===== config.mk =====
export PLATFORM = sky130hd
export DESIGN_NAME = writeback_store
export DESIGN_NICKNAME = d
export VERILOG_FILES = /design/src/rtl/writeback_store_pkg.sv /design/src/rtl/dcache_write_port.sv /design/src/rtl/writeback_store.sv
export SDC_FILE = /design/constraint.sdc
export NUM_CORES = 1
export LEC_CHECK = 0
export BUFFER_PORTS_ARGS = -buffer_cell sky130_fd_sc_hd__buf_2
export CAP_MARGIN = 20
export CORE_UTILIZATION = 47
export CTS_CLUSTER_DIAMETER = 80
export CTS_CLUSTER_SIZE = 14
export DETAILED_ROUTE_END_ITERATION = 10
export PLACE_DENSITY = 0.77
export REMOVE_ABC_BUFFERS = 1
export SYNTH_ARGS = -nofsm -noshare
export SYNTH_HDL_FRONTEND = slang
export SYNTH_SLANG_ARGS = --single-unit

===== constraint.sdc =====
create_clock -name clk -period 2.2 [get_ports clk]
set_input_delay 0.55 -clock clk [delete_from_list [all_inputs] [get_ports clk]]
set_output_delay 0.55 -clock clk [all_outputs]
set_load 0.01 [all_outputs]

===== src/rtl/writeback_store_pkg.sv =====
// Shared pipeline definitions for the writeback stage: FSM states,
// d-cache request tag constants and tag construction.
package writeback_store_pkg;

  localparam int unsigned BASE_TAG_W = 13;
  localparam int unsigned TAG_W      = BASE_TAG_W;

  // Request tag fields: direction bit, target-space bit.
  localparam logic READ   = 1'b0;
  localparam logic WRITE  = 1'b1;
  localparam logic MEMORY = 1'b1;

  typedef enum logic [1:0] {
    IDLE,
    ADDR,
    DATA,
    WAIT_RESP
  } wbState_e;

  // Tag layout: {direction, space, opcode, 3'b000}.
  function automatic logic [BASE_TAG_W-1:0] makeTag(input logic isWrite,
                                                    input logic [7:0] opcode);
    return {(isWrite ? WRITE : READ), MEMORY, opcode, 3'b000};
  endfunction

endpackage


===== src/rtl/dcache_write_port.sv =====
// Two-beat d-cache write sequencer: address beat, data beat, then wait
// for the write completion and acknowledge it for one cycle.
module dcache_write_port #(
  parameter int unsigned TAG_W = writeback_store_pkg::TAG_W
) (
  input  logic             clk,
  input  logic             reset,
  input  logic             startIn,
  input  logic [63:0]      startAddrIn,
  input  logic [63:0]      startDataIn,
  input  logic [TAG_W-1:0] startTagIn,
  input  logic             reqackIn,
  input  logic             respcycIn,
  output logic             reqcycOut,
  output logic [63:0]      reqOut,
  output logic [TAG_W-1:0] reqtagOut,
  output logic             respackOut,
  output logic             busyOut,
  output logic             finishOut
);
  import writeback_store_pkg::*;

  wbState_e         state;
  wbState_e         nextState;
  logic [63:0]      addrQ;
  logic [63:0]      dataQ;
  logic [TAG_W-1:0] tagQ;
  logic             respackQ;
  logic             finishing;

  // State register, transaction latches and the one-cycle acknowledge.
  always_ff @(posedge clk) begin
    if (reset) begin
      state    <= IDLE;
      addrQ    <= '0;
      dataQ    <= '0;
      tagQ     <= '0;
      respackQ <= 1'b0;
    end else begin
      state    <= nextState;
      respackQ <= finishing;
      if (startIn) begin
        addrQ <= startAddrIn;
        dataQ <= startDataIn;
        tagQ  <= startTagIn;
      end
    end
  end

  // Next-state decode; beats advance only on reqackIn while the request is up.
  always_comb begin
    nextState = state;
    finishing = 1'b0;
    unique case (state)
      IDLE:      if (startIn)   nextState = ADDR;
      ADDR:      if (reqackIn)  nextState = DATA;
      DATA:      if (reqackIn)  nextState = WAIT_RESP;
      WAIT_RESP: if (respcycIn) begin
        finishing = 1'b1;
        nextState = IDLE;
      end
      default:   nextState = IDLE;
    endcase
  end

  // Bus outputs derive from state and latches, so they hold while unacked.
  always_comb begin
    reqcycOut  = (state == ADDR) || (state == DATA);
    reqOut     = (state == DATA) ? dataQ : addrQ;
    reqtagOut  = tagQ;
    respackOut = respackQ;
    busyOut    = (state != IDLE);
    finishOut  = finishing;
  end

endmodule


===== src/rtl/writeback_store.sv =====
// Writeback stage: accepts completed Memory-stage instructions, commits
// register writes, issues stores through the d-cache write port and
// counts retired instructions.
module writeback_store #(
  parameter int unsigned TAG_W = writeback_store_pkg::TAG_W
) (
  input  logic             clk,
  input  logic             reset,
  input  logic             opcodeValidIn,
  input  logic             isMemorySuccessfulIn,
  input  logic [7:0]       opcodeIn,
  input  logic [3:0]       destRegIn,
  input  logic             destRegValidIn,
  input  logic [63:0]      destRegValueIn,
  input  logic             isMemoryAccessDestIn,
  input  logic [63:0]      memoryAddressDestIn,
  output logic             wbStallOut,
  output logic             regWrEnOut,
  output logic [3:0]       regWrIdxOut,
  output logic [63:0]      regWrDataOut,
  output logic             reqcycOut,
  output logic [63:0]      reqOut,
  output logic [TAG_W-1:0] reqtagOut,
  input  logic             reqackIn,
  input  logic             respcycIn,
  output logic             respackOut,
  output logic [63:0]      retiredCountOut
);
  import writeback_store_pkg::*;

  logic             portBusy;
  logic             portFinish;
  logic             acceptNow;
  logic             storeAccept;
  logic             nonStoreAccept;
  logic [TAG_W-1:0] storeTag;
  logic [3:0]       heldIdx;
  logic [63:0]      heldData;
  logic             heldValid;

  // Acceptance: blocked while a store is in flight and in the cycle right
  // after a store completes (respackOut marks that cycle). The stall also
  // covers that gap so upstream keeps its instruction.
  always_comb begin
    acceptNow      = ~reset & ~portBusy & ~respackOut
                   & opcodeValidIn & isMemorySuccessfulIn;
    storeAccept    = acceptNow & isMemoryAccessDestIn;
    nonStoreAccept = acceptNow & ~isMemoryAccessDestIn;
    wbStallOut     = ~reset & (portBusy | respackOut | storeAccept);
    storeTag       = TAG_W'(makeTag(1'b1, opcodeIn));
  end

  // Destination register of the in-flight store, committed on completion.
  always_ff @(posedge clk) begin
    if (reset) begin
      heldIdx   <= '0;
      heldData  <= '0;
      heldValid <= 1'b0;
    end else if (storeAccept) begin
      heldIdx   <= destRegIn;
      heldData  <= destRegValueIn;
      heldValid <= destRegValidIn;
    end
  end

  // Commit: one-cycle write strobe and retire count, from either a
  // non-store accept or a finished store (never both in one cycle).
  always_ff @(posedge clk) begin
    if (reset) begin
      regWrEnOut      <= 1'b0;
      regWrIdxOut     <= '0;
      regWrDataOut    <= '0;
      retiredCountOut <= '0;
    end else begin
      regWrEnOut <= 1'b0;
      if (nonStoreAccept) begin
        regWrEnOut      <= destRegValidIn;
        regWrIdxOut     <= destRegIn;
        regWrDataOut    <= destRegValueIn;
        retiredCountOut <= retiredCountOut + 64'd1;
      end else if (portFinish) begin
        regWrEnOut      <= heldValid;
        regWrIdxOut     <= heldIdx;
        regWrDataOut    <= heldData;
        retiredCountOut <= retiredCountOut + 64'd1;
      end
    end
  end

  dcache_write_port #(
    .TAG_W(TAG_W)
  ) u_writePort (
    .clk        (clk),
    .reset      (reset),
    .startIn    (storeAccept),
    .startAddrIn(memoryAddressDestIn),
    .startDataIn(destRegValueIn),
    .startTagIn (storeTag),
    .reqackIn   (reqackIn),
    .respcycIn  (respcycIn),
    .reqcycOut  (reqcycOut),
    .reqOut     (reqOut),
    .reqtagOut  (reqtagOut),
    .respackOut (respackOut),
    .busyOut    (portBusy),
    .finishOut  (portFinish)
  );

endmodule


-- After elaboration in Yosys (flattened, before gate mapping)
Index checks and enable logic that the tools add are counted.
- register bits after elaboration: 278
- input bits: 148
- $add $sub $neg: 1
- equal/unequal tests: 7
- mux-type cells: 16
- bitwise operators: 13
- reductions and logical operators: 5
- operator list (operator ; count):
    two-way mux 64 bit ; 5
    adder 64 x 1 -> 64 bit (second input constant) ; 1
    two-way mux 2 bit ; 4
    two-way mux 4 bit ; 2
    inequality test 2 bit (second input constant) ; 4
    case mux 2 bit (4 select lines) ; 1
    AND 1 bit ; 7
    == test 2 bit (second input constant) ; 2
    two-way mux 1 bit ; 4
    inverter 1 bit ; 4
    AND reduction 4 bit ; 1
    nonzero test 2 bit ; 2
    == test 2 x 1 -> 1 bit (second input constant) ; 1
    logical NOT 2 bit ; 1
    OR 1 bit ; 2
    logical OR 1 bit ; 1

-- Depth between registers and ports, before layout
- word-level depth: 9
- gate-level depth with buffers: 9

-- By module
From an unflattened synthesis, not the netlist that was laid out.
- cell total of the unflattened synthesis: 1557
- area, all modules: 14547.7 µm²
- modules (own cells, without submodules) (module ; times used ; cells each ; area each (µm²)):
    writeback_store ; 1 ; 1008 ; 8541.9
    dcache_write_port ; 1 ; 549 ; 6005.8

-- Least setup slack after synthesis
Ideal clock, no wire load.
- path type: input to output
- start point: input reset
- end point: output wbStallOut
- data arrival time: 1.909 ns
- data required time: 1.650 ns
- slack: -0.259 ns
- cell stages on the path: 6
- path through: clkbuf_1 > nor3b_1 > nand4_1 > clkbuf_1 > clkbuf_1 > a31oi_1
- cells in the longest elaborated chain, start to end: 8
- RTL lines (what ; line ; source):
    start, declared ; writeback_store.sv:8 ; input logic reset,
    inverter 1 bit (*) ; writeback_store.sv:45, writeback_store.sv:49 ;
    AND 1 bit (2 in series) ; writeback_store.sv:45 ; acceptNow = ~reset & ~portBusy & ~respackOut
    AND 1 bit (2 in series) ; writeback_store.sv:46 ; & opcodeValidIn & isMemorySuccessfulIn;
    AND 1 bit ; writeback_store.sv:47 ; storeAccept = acceptNow & isMemoryAccessDestIn;
    OR 1 bit ; writeback_store.sv:49 ; wbStallOut = ~reset & (portBusy | respackOut | storeAccept);
    AND 1 bit (*) ; writeback_store.sv:49 ;
    end, declared ; writeback_store.sv:17 ; output logic wbStallOut,
Every way passes the cells marked *; elsewhere a longest branch is shown, timed or not.

-- Worst setup path after layout
- start point: register u_writePort.state[0]
- end point: output reqOut[56]
- cells in the longest elaborated chain, start to end: 2
- RTL lines (what ; line ; source):
    start, declared ; dcache_write_port.sv:23 ; wbState_e state;
    start signal, assigned ; dcache_write_port.sv:40 ; state <= nextState;
    == test 2 bit ; dcache_write_port.sv:69 ; reqOut = (state == DATA) ? dataQ : addrQ;
    two-way mux 64 bit ; dcache_write_port.sv:69 ;
    end, declared ; writeback_store.sv:22 ; output logic [63:0] reqOut,
No other way between the ends.

==> results by stage <==
Outcome:
- The flow ran to the end, but the final reports show violations.
- The checks that failed: setup timing.

Yosys:
- For this run, the leading register cell type out of synthesis is sky130_fd_sc_hd__dfxtp_1.
- The netlist area before placement is 12000 sq um.
- For this run, the number of Yosys warnings is 0.
- After synthesis, flip-flops and latches occupy 46.5% of the total area.
- After synthesis, the largest family of logic cells by area is simple AND/OR/NAND/NOR gates.
- Summing the areas of all xor and xnor instances in the mapped netlist gives 1.76% of the synthesized area.
- The cell type with the highest aggregate area in the netlist is sky130_fd_sc_hd__dfxtp_1.
- Of all flip-flops after synthesis, the portion carrying an async set or reset was 0%.
- Multiplexer cells account for 6.19% of the synthesized area.
- The synthesized flop and latch total is 278.
- Synthesis produced a netlist whose cell count is 1488.
- The synthesized design contains 0 enable-type register cells.
- By count the netlist is led by sky130_fd_sc_hd__nand2_1, sky130_fd_sc_hd__dfxtp_1, sky130_fd_sc_hd__a21oi_1.
- The synthesized-area fraction occupied by ao, oa, aoi and oai cells is 15.0%.
- The netlist uses 46 different library cells.
- The synthesized netlist devotes 0.628% of its cell area to adder and majority cells.
- Summed over its instances, the top area cell type makes up 46.5% of the synthesized netlist area.
- In the post-synthesis netlist, the cell with the most instances is sky130_fd_sc_hd__nand2_1.
- Sorting the synthesized cells by area gives the leading types as sky130_fd_sc_hd__dfxtp_1, sky130_fd_sc_hd__nand2_1, sky130_fd_sc_hd__a21oi_1, sky130_fd_sc_hd__mux2_2, sky130_fd_sc_hd__a311oi_1.
- The synthesized area per cell is 8.04 sq um.
- Of the total synthesized cell area, the portion taken by AND, OR, NAND and NOR gates is 25.4%.

Global route:
- The number of antenna violations at the first check in global routing is 6.
- The wire length of the first global-routing pass is 60300 microns.
- The number of global-route vias before repair is 11700.
- The maximum number of pins on one net before global-route repair is 142.
- Summed over all layers, the global routing overflow is 0.
- For this run, the total global-route usage over all layers was measured as 28.3%.

Min path:
- The worst hold path class is in -> reg.

Worst setup path:
- The standard cell with the maximum stage delay on the critical path is sky130_fd_sc_hd__dfxtp_2.
- STA classifies the critical path startpoint as a flop.
- The worst path required time is 1650 ps.
- At the worst endpoint, the arrival time is 1950 ps.
- The critical path in this run is classified as reg -> out.
- The endpoint kind of the worst setup timing path is an output pin.
- Traced cell by cell, the critical path runs through inv_2, buf_6, ha_4, buf_12, buf_12, mux2_4, buf_6.
- The maximum fanout along the worst path is 7.
- The maximum cell stage delay along the critical path is 340 ps.

Die:
- From bottom edge to top edge, the die measures 162 microns.
- The top-level port count is 361.
- In this run the core area contains 58 standard-cell rows.
- Once the floorplan was initialized, standard cells occupied 47.8% of the core.
- From left edge to right edge, the die measures 162 microns.
- The total area inside the core boundary comes to 25000 sq um.
- The floorplan step defined a die boundary enclosing 26100 sq um.

Detailed routing:
- After detailed routing, the total wire length is 40200 microns.
- The number of nets with antenna violations after detailed routing is 0.
- The number of optimization iterations in the first detailed-route pass is 7.
- For this block, the initial DRC count from the detailed router was 1211.
- After detailed routing, the average wire length per cell comes to 18.5 microns.
- In the routed design, unresolved DRC markers number 0.
- The vias per cell is 5.77.
- The via count is 12600.

STA:
- Setup repair after global routing could not meet its margin everywhere.
- The hold violation total from the final report is 0.
- The max-slew violation total from the final report is 0.
- The clock arrives with 9.17 ps of skew.
- Setup violations remaining at the end of the flow were counted as 82.
- The achievable clock frequency is 399 MHz.
- In this run the tightest slew margin relative to its limit is 51.5%.
- The shortest period the worst path allows is 2500 ps.
- Once routing completed, OpenROAD measured the worst setup slack at -304 ps.
- The measured slew at the worst slew-check pin is 728 ps.
- The final cycle utilization of the critical path is 114%.

Run:
- The count of max-cap constraint violations is 0.

Pwr:
- The total power density per cell area is 669 nW/um^2.
- The maximum VDD drop is 541 uV.
- In this run the static leakage power is 0.00642 uW.

Placed design:
- The number of cells after detailed placement is 2128.
- The placed instances occupy a cell area of 14400 sq um.
- The congestion estimate from routability-driven global placement came to 0.880.
- The detailed placement HPWL is 24800 microns.
- The number of buffer cells added on primary ports is 357.

Clock network:
- The CTS buffer count is 23.
- The buffer cell driving the clock tree root is sky130_fd_sc_hd__clkbuf_16.
- The TritonCTS clock tree is done.
- The later pin in the worst-skew pair is clocked with a latency of 520 ps.
- The total of hold buffers inserted after clock tree synthesis is 0.
- The maximum level of the CTS H-tree is 1.
- Clock-pin slew was measured on the worst setup and hold paths at 70 ps.
- No sink is reached through more buffers than the 3 on the longest clock path.
- The clock sink total is 278.

Final layout:
- Summing all multi-input logic gate instances after layout gives 6330 sq um.
- After routing the design area is 16200 sq um.
- The filler cells instantiated in the layout total 2032.
- The final layout contains 1999 nets.
- In the final layout, the share of cells above drive strength 1 is 31.8%.
- The number of standard cells in the layout, taps in and fillers out is 2177.
- From synthesis to final layout, the design area changed by 35.6%.
- In the final layout, flip-flops and latches occupy 5570 sq um.
## registers in the layout, indices dropped and copies added (netlist names)
register	flops
u_writePort.dataQ	64
u_writePort.respackOut	1
u_writePort.reqtagOut	9
u_writePort.addrQ	64
heldValid	1
regWrEnOut	1
u_writePort.state	2
regWrIdxOut	4
regWrDataOut	64
retiredCountOut	64
heldIdx	4
## per-stage QoR
step                      worst slack (ps)  setup TNS [ps]  total power, uW  hold WS (ps)  utilization, %
after CTS                             -341          -18970            10800           242            62.5
after global placement                -157            -616             6820           439            57.6
final                                 -304          -19050            10900           259            64.8
after detailed placement              -223           -1580             6860           445            57.6
after floorplan                      -3140         -587140             6090           428               -
after global routing                  -354          -24060            11200           242            64.7
## where the power goes
| part | leakage (uW) | switching, uW | internal (uW) | total (uW) |
|---|---|---|---|---|
| Clock | 0.000291 | 1810 | 1880 | 3680 |
| Sequential | 0.00225 | 117 | 5220 | 5330 |
| Combinational | 0.00388 | 965 | 869 | 1830 |
## worst paths after layout
| check | start | slack, ps | end | cells past startpoint |
|---|---|---|---|---|
| max reg2reg | u_writePort.state[0] | -190 | retiredCountOut[52] | 9 |
| max | u_writePort.state[0] | -300 | reqOut[56] | 7 |
| min reg2reg | u_writePort.reqtagOut[9] | 450 | u_writePort.reqtagOut[9] | 2 |
| min | memoryAddressDestIn[53] | 260 | u_writePort.addrQ[53] | 3 |
## placed cells by master (no fill, tap or decap), types with 58 or more instances in the layout
cell and n:
sky130_fd_sc_hd__mux2_4 64, sky130_fd_sc_hd__dfxtp_1 276, sky130_fd_sc_hd__nand2_1 371, sky130_fd_sc_hd__a21oi_1 173
sky130_fd_sc_hd__buf_2 292, sky130_fd_sc_hd__buf_6 74, sky130_fd_sc_hd__nor2_1 108, sky130_fd_sc_hd__a311oi_1 68
sky130_fd_sc_hd__buf_4 58, sky130_fd_sc_hd__nand3_1 86
## metal layers
| metal | part of all wire, % | global-route usage, % |
|---|---|---|
| met2 | 48 | 47.0 |
| met3 | 8.9 | 6.60 |
| met4 | 3.3 | 10.8 |
| met5 | 0.12 | 0 |
| met1 | 40 | 35.5 |
## worst max-delay path, delay by kind of cell, from the launching register on
family	cells	cell delay, ps
multiplexers	1	320
adder cells (fa/ha/maj)	1	180
flip-flops	1	340
buffers and inverters	5	580
## cell families (layout without fill, tap and decap cells)
family          count (synthesis)  after routing
other cells                     1              6
buf+inv                       138            492
xor+xnor                       24             24
compound gates                294            294
mux                            66             66
fa+ha+maj                       6              6
flops                         278            278
simple gates                  681            681
## layout make-up
class | instances | area share, %
Multi-Input combinational cell | 1074 | 39.0
Sequential cell | 278 | 34.3
Timing Repair Buffer | 450 | 20.0
Clock buffer | 24 | 3.63
Tap cell | 330 | 2.55
Inverter | 18 | 0.417
Antenna cell | 3 | 0.0463
## timing repair
action,in CTS,in global routing
setup buffers,9,10
endpoints found under the setup margin,80,246
pin swaps,8,23
hold endpoints to repair,0,0
gates resized for setup,116,102
gates cloned,2,3
Power figures use the tool's default switching activity.
